[config.mk]
export PLATFORM = sky130hd
export DESIGN_NAME = imm_extend_stage
export DESIGN_NICKNAME = d
export VERILOG_FILES = /design/src/rtl/imm_extend_stage.sv
export SDC_FILE = /design/constraint.sdc
export NUM_CORES = 1
export LEC_CHECK = 0
export CORE_ASPECT_RATIO = 0.75
export CORE_MARGIN = 10
export CORE_UTILIZATION = 49
export CTS_BUF_LIST = sky130_fd_sc_hd__clkbuf_4
export DETAILED_ROUTE_END_ITERATION = 12
export GPL_TIMING_DRIVEN = 0
export MAX_ROUTING_LAYER = met4
export PLACE_DENSITY = 0.83
export SLEW_MARGIN = 25
export SYNTH_ARGS = -nofsm -noshare
export SYNTH_HDL_FRONTEND = slang
export SYNTH_SLANG_ARGS = --single-unit
export TNS_END_PERCENT = 20
[constraint.sdc]
create_clock -name Clk -period 2.3 [get_ports Clk]
set_input_delay 0.69 -clock Clk [delete_from_list [all_inputs] [get_ports Clk]]
set_output_delay 0.69 -clock Clk [all_outputs]
set_load 0.05 [all_outputs]
[src/rtl/imm_extend_stage.sv]
// Registered immediate extender (sign / zero / upper / branch) behind a
// valid/ready interface with a two-entry skid buffer; InReady never sees OutReady.
module imm_extend_stage #(
  parameter int unsigned IN_WIDTH  = 16,
  parameter int unsigned OUT_WIDTH = 32
) (
  input  logic                 Clk,
  input  logic                 Reset,
  input  logic                 Flush,
  input  logic                 InValid,
  output logic                 InReady,
  input  logic [IN_WIDTH-1:0]  InData,
  input  logic [1:0]           InMode,
  output logic                 OutValid,
  input  logic                 OutReady,
  output logic [OUT_WIDTH-1:0] OutData
);

  localparam int unsigned K = OUT_WIDTH - IN_WIDTH;

  typedef enum logic [1:0] {
    ST_EMPTY = 2'b00,
    ST_ONE   = 2'b01,
    ST_FULL  = 2'b10
  } state_t;

  state_t                 state_q, state_d;
  logic [OUT_WIDTH-1:0]   main_q, main_d;
  logic [OUT_WIDTH-1:0]   skid_q, skid_d;
  logic [OUT_WIDTH-1:0]   sext_c;
  logic [OUT_WIDTH-1:0]   ext_c;
  logic                   in_fire_c;
  logic                   out_fire_c;

  // Extension of the immediate currently presented upstream.
  always_comb begin
    sext_c = {{K{InData[IN_WIDTH-1]}}, InData};
    ext_c  = sext_c;
    case (InMode)
      2'b00:   ext_c = sext_c;
      2'b01:   ext_c = {{K{1'b0}}, InData};
      2'b10:   ext_c = {InData, {K{1'b0}}};
      default: ext_c = sext_c << 2;
    endcase
  end

  assign InReady    = !Reset && (state_q != ST_FULL);
  assign OutValid   = (state_q != ST_EMPTY);
  assign OutData    = main_q;
  assign in_fire_c  = InValid && InReady;
  assign out_fire_c = OutValid && OutReady;

  // Next-state and buffer steering.
  always_comb begin
    state_d = state_q;
    main_d  = main_q;
    skid_d  = skid_q;
    case (state_q)
      ST_EMPTY: begin
        if (in_fire_c) begin
          main_d  = ext_c;
          state_d = ST_ONE;
        end
      end
      ST_ONE: begin
        if (in_fire_c && out_fire_c) begin
          main_d = ext_c;
        end else if (in_fire_c) begin
          skid_d  = ext_c;
          state_d = ST_FULL;
        end else if (out_fire_c) begin
          state_d = ST_EMPTY;
        end
      end
      ST_FULL: begin
        if (out_fire_c) begin
          main_d  = skid_q;
          state_d = ST_ONE;
        end
      end
      default: state_d = ST_EMPTY;
    endcase
    // Flush drops occupancy and any same-cycle capture; stale data is harmless.
    if (Flush) begin
      state_d = ST_EMPTY;
      main_d  = main_q;
      skid_d  = skid_q;
    end
  end

  always_ff @(posedge Clk) begin
    if (Reset) begin
      state_q <= ST_EMPTY;
      main_q  <= '0;
      skid_q  <= '0;
    end else begin
      state_q <= state_d;
      main_q  <= main_d;
      skid_q  <= skid_d;
    end
  end

endmodule
## After elaboration in Yosys (flattened, before gate mapping)

Cells that the tools add are included.
Widths: inputs -> output; s select.

- Bits in registers: 66
- Output and inout port bits: 34
- Logic and storage cells: 39

- Equal/unequal tests: 10
- Multiplexer cells: 11
- Bitwise logic cells: 2
- Reductions and logical operators: 13

Operators by type and width:

| operator | count |
|---|---|
| $pmux 32 s3 | 2 |
| $mux 32 | 3 |
| $mux 2 | 5 |
| $ne 2x2->1 const B | 5 |
| $reduce_and 4->1 | 2 |
| $pmux 2 s3 | 1 |
| $reduce_and 5->1 | 1 |
| $eq 2x1->1 const B | 2 |
| $eq 2x2->1 const B | 2 |
| $logic_and 1x1->1 | 4 |
| $logic_not 2->1 | 2 |
| $ne 3x3->1 const B | 1 |
| $reduce_bool 3->1 | 1 |
| $not 1->1 | 2 |
| $reduce_bool 2->1 | 1 |
| $reduce_or 2->1 | 1 |
| $logic_not 1->1 | 1 |

## Depth between registers and ports, before layout

Gate-level depths: netlist of run 1.

- Depth after elaboration: 6
- Gate-level depth with buffers: 7
- Depth with buffers taken out: 4

## Least setup slack after synthesis of run 1

OpenSTA, ideal clock, no wires.

- Kind: input -> output
- Start point: input port Reset
- End point: output port InReady
- Arrival time: 1.899 ns
- Data required time: 1.610 ns
- Path slack: -0.289 ns
- Stages on the path: 4
- Path through: buf_2 -> clkbuf_1 -> clkbuf_1 -> nor2_1

- Word-level cells in the longest chain between the ends: 2

RTL lines:

| what | line | RTL |
|---|---|---|
| start: declaration | 8 | `input logic Reset,` |
| $logic_not 1->1 | 47 | `assign InReady = !Reset && (state_q != ST_FULL);` |
| $logic_and 1x1->1 | 47 |  |
| end: declaration | 11 | `output logic InReady,` |

Every way passes these cells.

## Final worst setup path of run 1

- Start point: register main_q[0] (netlist: OutData[0])
- End point: output port OutData[0]

RTL lines:

| what | line | RTL |
|---|---|---|
| start: declaration | 28 | `logic [OUT_WIDTH-1:0] main_q, main_d;` |
| start signal: assignment | 98 | `main_q <= main_d;` |
| end: declaration | 16 | `output logic [OUT_WIDTH-1:0] OutData` |

No word-level cell between the ends.

==> impl_results.md, run 1 <==
* Status: completed
* F_max at 441 MHz
* Post-layout utilization of the core at 66.0%
* Sequential group share of total power at between 40% and 50%
* Post-synth EDFFs at 0
* # DRC at 0
* Count leader, synth: dfxtp_1
* CTS tree: done
* Filler Cell Count at 497
* TritonCTS Buffers at 9
* Area growth from synthesis to final layout at 27.6%
* Starting DRT DRC Count at 270
* Initial antenna violation count at 0
* DP HPWL at 6950 um
* Setup repair bufs after CTS at 0
* CTS root buf: clkbuf_4
* CP arrival at 1.58 ns
* Met3 wire length at ~700 um
* Rows at 24
* Area contributors post-synth: dfxtp_1, a21oi_1, nand2_1
* Max H-tree Level at 3
* Max-slew headroom at between 50% and 60%
* Synth cell count leaders: dfxtp_1, nand2_1, a21oi_1
* Slew @ Worst Pin at 0.601 ns
* RSZ-0062 raised after global routing: true
* Pin count of the biggest net entering global routing at 12
* Worst skew pair latency at 0.43 ns
* Final hold slack at 0.453 ns
* Prevailing post-synth register cell: dfxtp_1
* Clock slew at reported path FFs at 0.11 ns
* Synthesized cell area at just over 0.003 sq mm
* Cell variety after synth at 36
* WS Path Type: flop to output pin
* Maximum root-to-sink buffer count at 2
* CP max stage cell: clkdlybuf4s50_1
* Finished Cell Area at 0.00392 sq mm
* I/O pins at 57
* Max VDD drop at 0.379 mV
* Starting density of the core at 51.7%
* Post-synth top area cell: dfxtp_1
* Critical Path End Type: output pin
* Pre-Repair DR Iteration Count at 6
* Synthesis-stage register bit count at 66
* Worst-path cell chain: clkdlybuf4s50_1
* Layout net count at 462
* Switching Share at 29.0%
* CP peak stage delay at 0.81 ns
* Via Count at 3073
* Max-Cap Viols at 0
* Final GP Congestion at 0.958
* Layout cells sized above 1 at 12.2%
* Pwr Total at 0.00247 W
* Setup TNS at 0 ns
* Async SR Flop Fraction at 0%
* Mapped Nets at 398
* Die W at 111 um
* Die ar. at approximately 0.01 sq mm
* Final Hold Fails at 0
* Leakage dissipation at 1.74 nW
* Total track usage at 19.5%
* WHS Path Cells at 2
* Cell count after synthesis at around 380
* Antenna Cells at 0
* Num Clock Sinks at 66
* Post-DR vias/cell at 5.89
* Syn avg cell area at 8.20 sq um
* DRT Wirelength at 9440 um
* Clk pwr share at 35.5%
* Min Tclk post-route at 2.27 ns
* Cell Area, Placed at about 0.0037 sq mm
* Met1 WL at 4460 um
* P_int at 0.00176 W
* Seq/Total Area, Yosys at 43.0%
* Uppermost layer routed: met4
* Cell family with most CP delay: buffers and inverters
* Die Ht at 88.6 um
* YS warnings at 0
* Reg2Reg Depth at 7
* Crit path launch type: flop
* Grt total ovfl at 0
* First-pass GRT wire length at 15100 um
* Core area at approximately 0.0059 sq mm
* Count of final setup violators at 0
* Sum of buffers and inverters on the critical path at 1
* Routed wl met2 at a little over 4000 um
* Power per cell area at 630 mW/mm^2
* CP required at 1.61 ns
* Worst Min Path Start: OutData[6]
* Final Skew at ~0.014 ns
* Vias in the first global route at 2914
* Number of port buffers at 54
* Wire per inst at 18.1 um
* Comb power frac at 16.5%
* Switching Power at between 0.0007 and 0.0008 W
* RR Endpoint: skid_q[26]
* RR Startpoint: state_q[1]
* Yosys top cell area share at between 40 and 50%
* CP max FO at 2
* FF-to-FF setup slack at about 0.35 ns
* Hold buffer count at cts at 0
* Path type of the worst min-delay path: flop to flop
* Max Slew Vio Count at 0
* Hold EP: OutData[6]
* Routed Antenna Nets at 0
* Fin crit share at 98.6%
[per-stage QoR]
step / setup WS, ns / cells
finish: 0.0324 / 522
global route: -0.0142 / 522
CTS: 0.000181 / 523
detailed placement: -0.977 / 507
global placement: -0.934 / 507
floorplan: 0.0222 / 375
[state kept, by name (all words and copies together), names as in the netlist]
| register | cells |
|---|---|
| state_q | 2 |
| OutData | 32 |
| skid_q | 32 |
[layout make-up]
type	count	area [sq um]	share of cell area, %
Buffer	38	194	4.94
Inverter	2	7.51	0.191
Sequential cell	66	1320	33.7
Clock buffer	10	75.1	1.91
Clock inverter	6	81.3	2.07
Timing Repair Buffer	54	573	14.6
Multi-Input combinational cell	268	1570	40.1
Tap cell	78	97.6	2.49
[how the worst max path moves through the flow]
stage,cells after the start,slack (ns),end,startpoint
2_1_floorplan,4,0.02,InReady,Reset
3_3_place_gp,5,-0.93,InReady,Reset
3_5_place_dp,5,-0.98,InReady,Reset
4_1_cts,1,0.0002,OutData[5],OutData[5]
5_1_grt,2,-0.01,OutValid,state_q[0]
6_report,1,0.03,OutData[0],OutData[0]
[cells by family after synthesis]
group / count (synthesis) / share of synthesized area (%)
AOI/OAI and AO/OA: 128 / 30.0
buffers and inverters: 41 / 6.19
DFF: 66 / 43.0
and+or+nand+nor: 140 / 20.8
[tightest hold or removal path, stage by stage (launching register included)]
cell and delay (ns):
dfxtp_1 0.32, nand2_1 0.05, a21oi_1 0.05
[what timing repair did]
item                                    4_1_cts  5_1_grt
endpoints found under the setup margin       11       70
pin swaps                                     0        1
gates resized for setup                      21       31
[metal layers]
| metal | GRT usage, % | vias to the layer above |
|---|---|---|
| li1 | - | 1487 |
| met1 | 25.6 | 1432 |
| met2 | 29.0 | 136 |
| met3 | 5.34 | 18 |
| met4 | 5.12 | 0 |
| met5 | - | - |
[placed cells by master, fill, tap and decap left out, drive strengths merged, types with 2 or more instances in the layout]
master,count
dlygate4sd2,10
nor2,47
nand2b,4
clkbuf,32
a22oi,13
and3,2
buf,17
a211oi,30
nand2,50
a311oi,2
a211o,15
clkdlybuf4s50,24
bufinv,2
dlymetal6s2s,19
nand3,6
a21oi,49
dfxtp,66
nor2b,4
o221ai,14
and3b,2
clkinv,4
nor3,18
[power by group through the flow]
stage | clock network [W] | logic [W] | registers [W]
floorplan | 0 | 0.000173 | 0.00129
global placement | 0 | 0.000403 | 0.00121
detailed placement | 0 | 0.000406 | 0.00121
CTS | 0.000890 | 0.000403 | 0.00119
global route | 0.000931 | 0.000435 | 0.00119
finish | 0.000879 | 0.000408 | 0.00119
Note: power is estimated with default switching activity, not from simulation.
==> run 2, diff against run 1 <==
--- a/config.mk
+++ b/config.mk
@@ -5,8 +5,9 @@
 export SDC_FILE = /design/constraint.sdc
 export NUM_CORES = 1
 export LEC_CHECK = 0
+export CAP_MARGIN = 20
 export CORE_ASPECT_RATIO = 0.75
-export CORE_MARGIN = 10
+export CORE_MARGIN = 1
 export CORE_UTILIZATION = 49
 export CTS_BUF_LIST = sky130_fd_sc_hd__clkbuf_4
 export DETAILED_ROUTE_END_ITERATION = 12
==> run 2 against run 1 <==
Final area fell by 1.0%. Via count is 0.68% higher. Sequential share of layout area increased by 0.35 points. Clock power fell by 26%. Flip-flop and latch count is the same. Register-to-register slack gained 0.03 ns. Combinational power is essentially flat. Global-route usage rose by 9.6 points. Critical endpoint unchanged. Largest cell class unchanged.
==> impl_results.md, run 2 (same netlist as run 1, synthesis figures left out) <==
* CP max stage cell: clkdlybuf4s50_1
* Max VDD drop at 0.367 mV
* Die Ht at 70.6 um
* Starting density of the core at 51.7%
* Hold buffer count at cts at 0
* WS Path Type: flop to output pin
* Setup WS pre-CTS at -0.879 ns
* F_max at 440 MHz
* Maximum root-to-sink buffer count at 2
* Cell family with most CP delay: buffers and inverters
* Final hold slack at 0.455 ns
* CTS root buf: clkbuf_4
* Final Skew at 0.00971 ns
* Max-Cap Viols at 0
* Leakage dissipation at 1.62 nW
* Max Slew Vio Count at 0
* Total track usage at around 29%
* Area growth from synthesis to final layout at 26.3%
* Status: completed
* Critical Path End Type: output pin
* CP peak stage delay at about 0.8 ns
* First-pass GRT wire length at 14400 um
* Max H-tree Level at 3
* CTS tree: done
* FF-to-FF setup slack at 0.38 ns
* Layout cells sized above 1 at 12.4%
* Vias in the first global route at 2883
* Num Clock Sinks at 66
* Final cell count without fillers at 523
* Routed Antenna Nets at 0
* Post-DR vias/cell at 5.92
* CP required at 1.61 ns
* Pre-Repair DR Iteration Count at 6
* Antenna Cells at 0
* Power per cell area at slightly below 600 mW/mm^2
* Core area at approximately 0.0059 sq mm
* Number of port buffers at 54
* # DRC at 0
* Count of final setup violators at 0
* Wire per inst at 17.0 um
* Min Tclk post-route at 2.27 ns
* Final GP Congestion at around 0.92
* Crit path launch type: flop
* Starting DRT DRC Count at 228
* Slew @ Worst Pin at 0.648 ns
* Rows at 24
* DP HPWL at 6440 um
* Layout net count at 463
* RSZ-0062 raised after global routing: true
* I/O pins at 57
* Setup repair bufs after CTS at 0
* TritonCTS Buffers at 9
* Path type of the worst min-delay path: flop to flop
* Worst Min Path Start: OutData[6]
* Max-slew headroom at 56.8%
* Post-layout utilization of the core at 65.3%
* Pin count of the biggest net entering global routing at 12
* DRT Wirelength at 8890 um
* Commonest cells after routing, fill and taps aside: dfxtp_1, nand2_1, a21oi_1, nor2_1, clkdlybuf4s50_1
* Pwr Total at 0.00225 W
* Worst-path cell chain: clkdlybuf4s50_1
* CP max FO at 2
* Grt total ovfl at 0
* Fin crit share at 98.9%
* Die ar. at 0.00660 sq mm
* RR Startpoint: state_q[1]
* Worst skew pair latency at between 0.4 and 0.5 ns
* Clock slew at reported path FFs at 0.11 ns
* Final Hold Fails at 0
* Initial antenna violation count at 0
* Placed cells at ~500
* Fin worst setup slack at 0.0251 ns
* Commonest non-fill, non-tap cell in the layout: dfxtp_1
* Crit. Startpoint: OutData[0]
* Die W at 93.5 um
* CP arrival at between 1.5 and 2 ns
* Via Count at 3094
* Sum of buffers and inverters on the critical path at 1
[run 2: cell count changes in the layout (fill, tap and decap cells not counted), moves of 2 or more]
cell and delta:
dlygate4sd2_1 -8, clkdlybuf4s50_1 +12, clkbuf_4 +2, dlymetal6s2s_1 -4
clkbuf_2 +2, bufinv_16 -2
[run 2: worst paths after layout]
kind	endpoint	cells after the start
setup / recovery	OutData[0]	1
hold / removal	OutData[6]	2
setup reg to reg	skid_q[25]	7
hold reg to reg	OutData[6]	2
[run 2: repair_timing]
action	4_1_cts	5_1_grt
gates resized for setup	10	34
pin swaps	0	0
endpoints found under the setup margin	12	60
[run 2: power by group]
| group | switching (W) | internal, W |
|---|---|---|
| sequential | 0.0000155 | 0.00117 |
| combinational | 0.000266 | 0.000144 |
| clock | 0.000428 | 0.000225 |
[run 2: final cells by class]
| cell class | count | area [sq um] |
|---|---|---|
| buffer | 39 | 203 |
| multi-input combinational | 268 | 1570 |
| inverter | 2 | 7.51 |
| tap | 78 | 97.6 |
| fill | 532 | 2060 |
| clock inverter | 6 | 33.8 |
| clock buffer | 10 | 75.1 |
| sequential | 66 | 1320 |
| timing repair buffer | 54 | 573 |
[run 2: per-stage QoR]
stage	TNS, ns	cell area [sq um]
after detailed placement	-23.99	3720
after global routing	-0.0650	3880
final	0	3880
after CTS	-0.158	3830
after global placement	-21.84	3720
after floorplan	0	3080
[run 2: layer usage]
metal,track usage [%],vias to the layer above,share of wire [%]
met5,-,-,0
met3,8.39,27,10
li1,-,1489,-
met4,9.74,0,2.1
met1,39.1,1413,44
met2,42.1,165,43
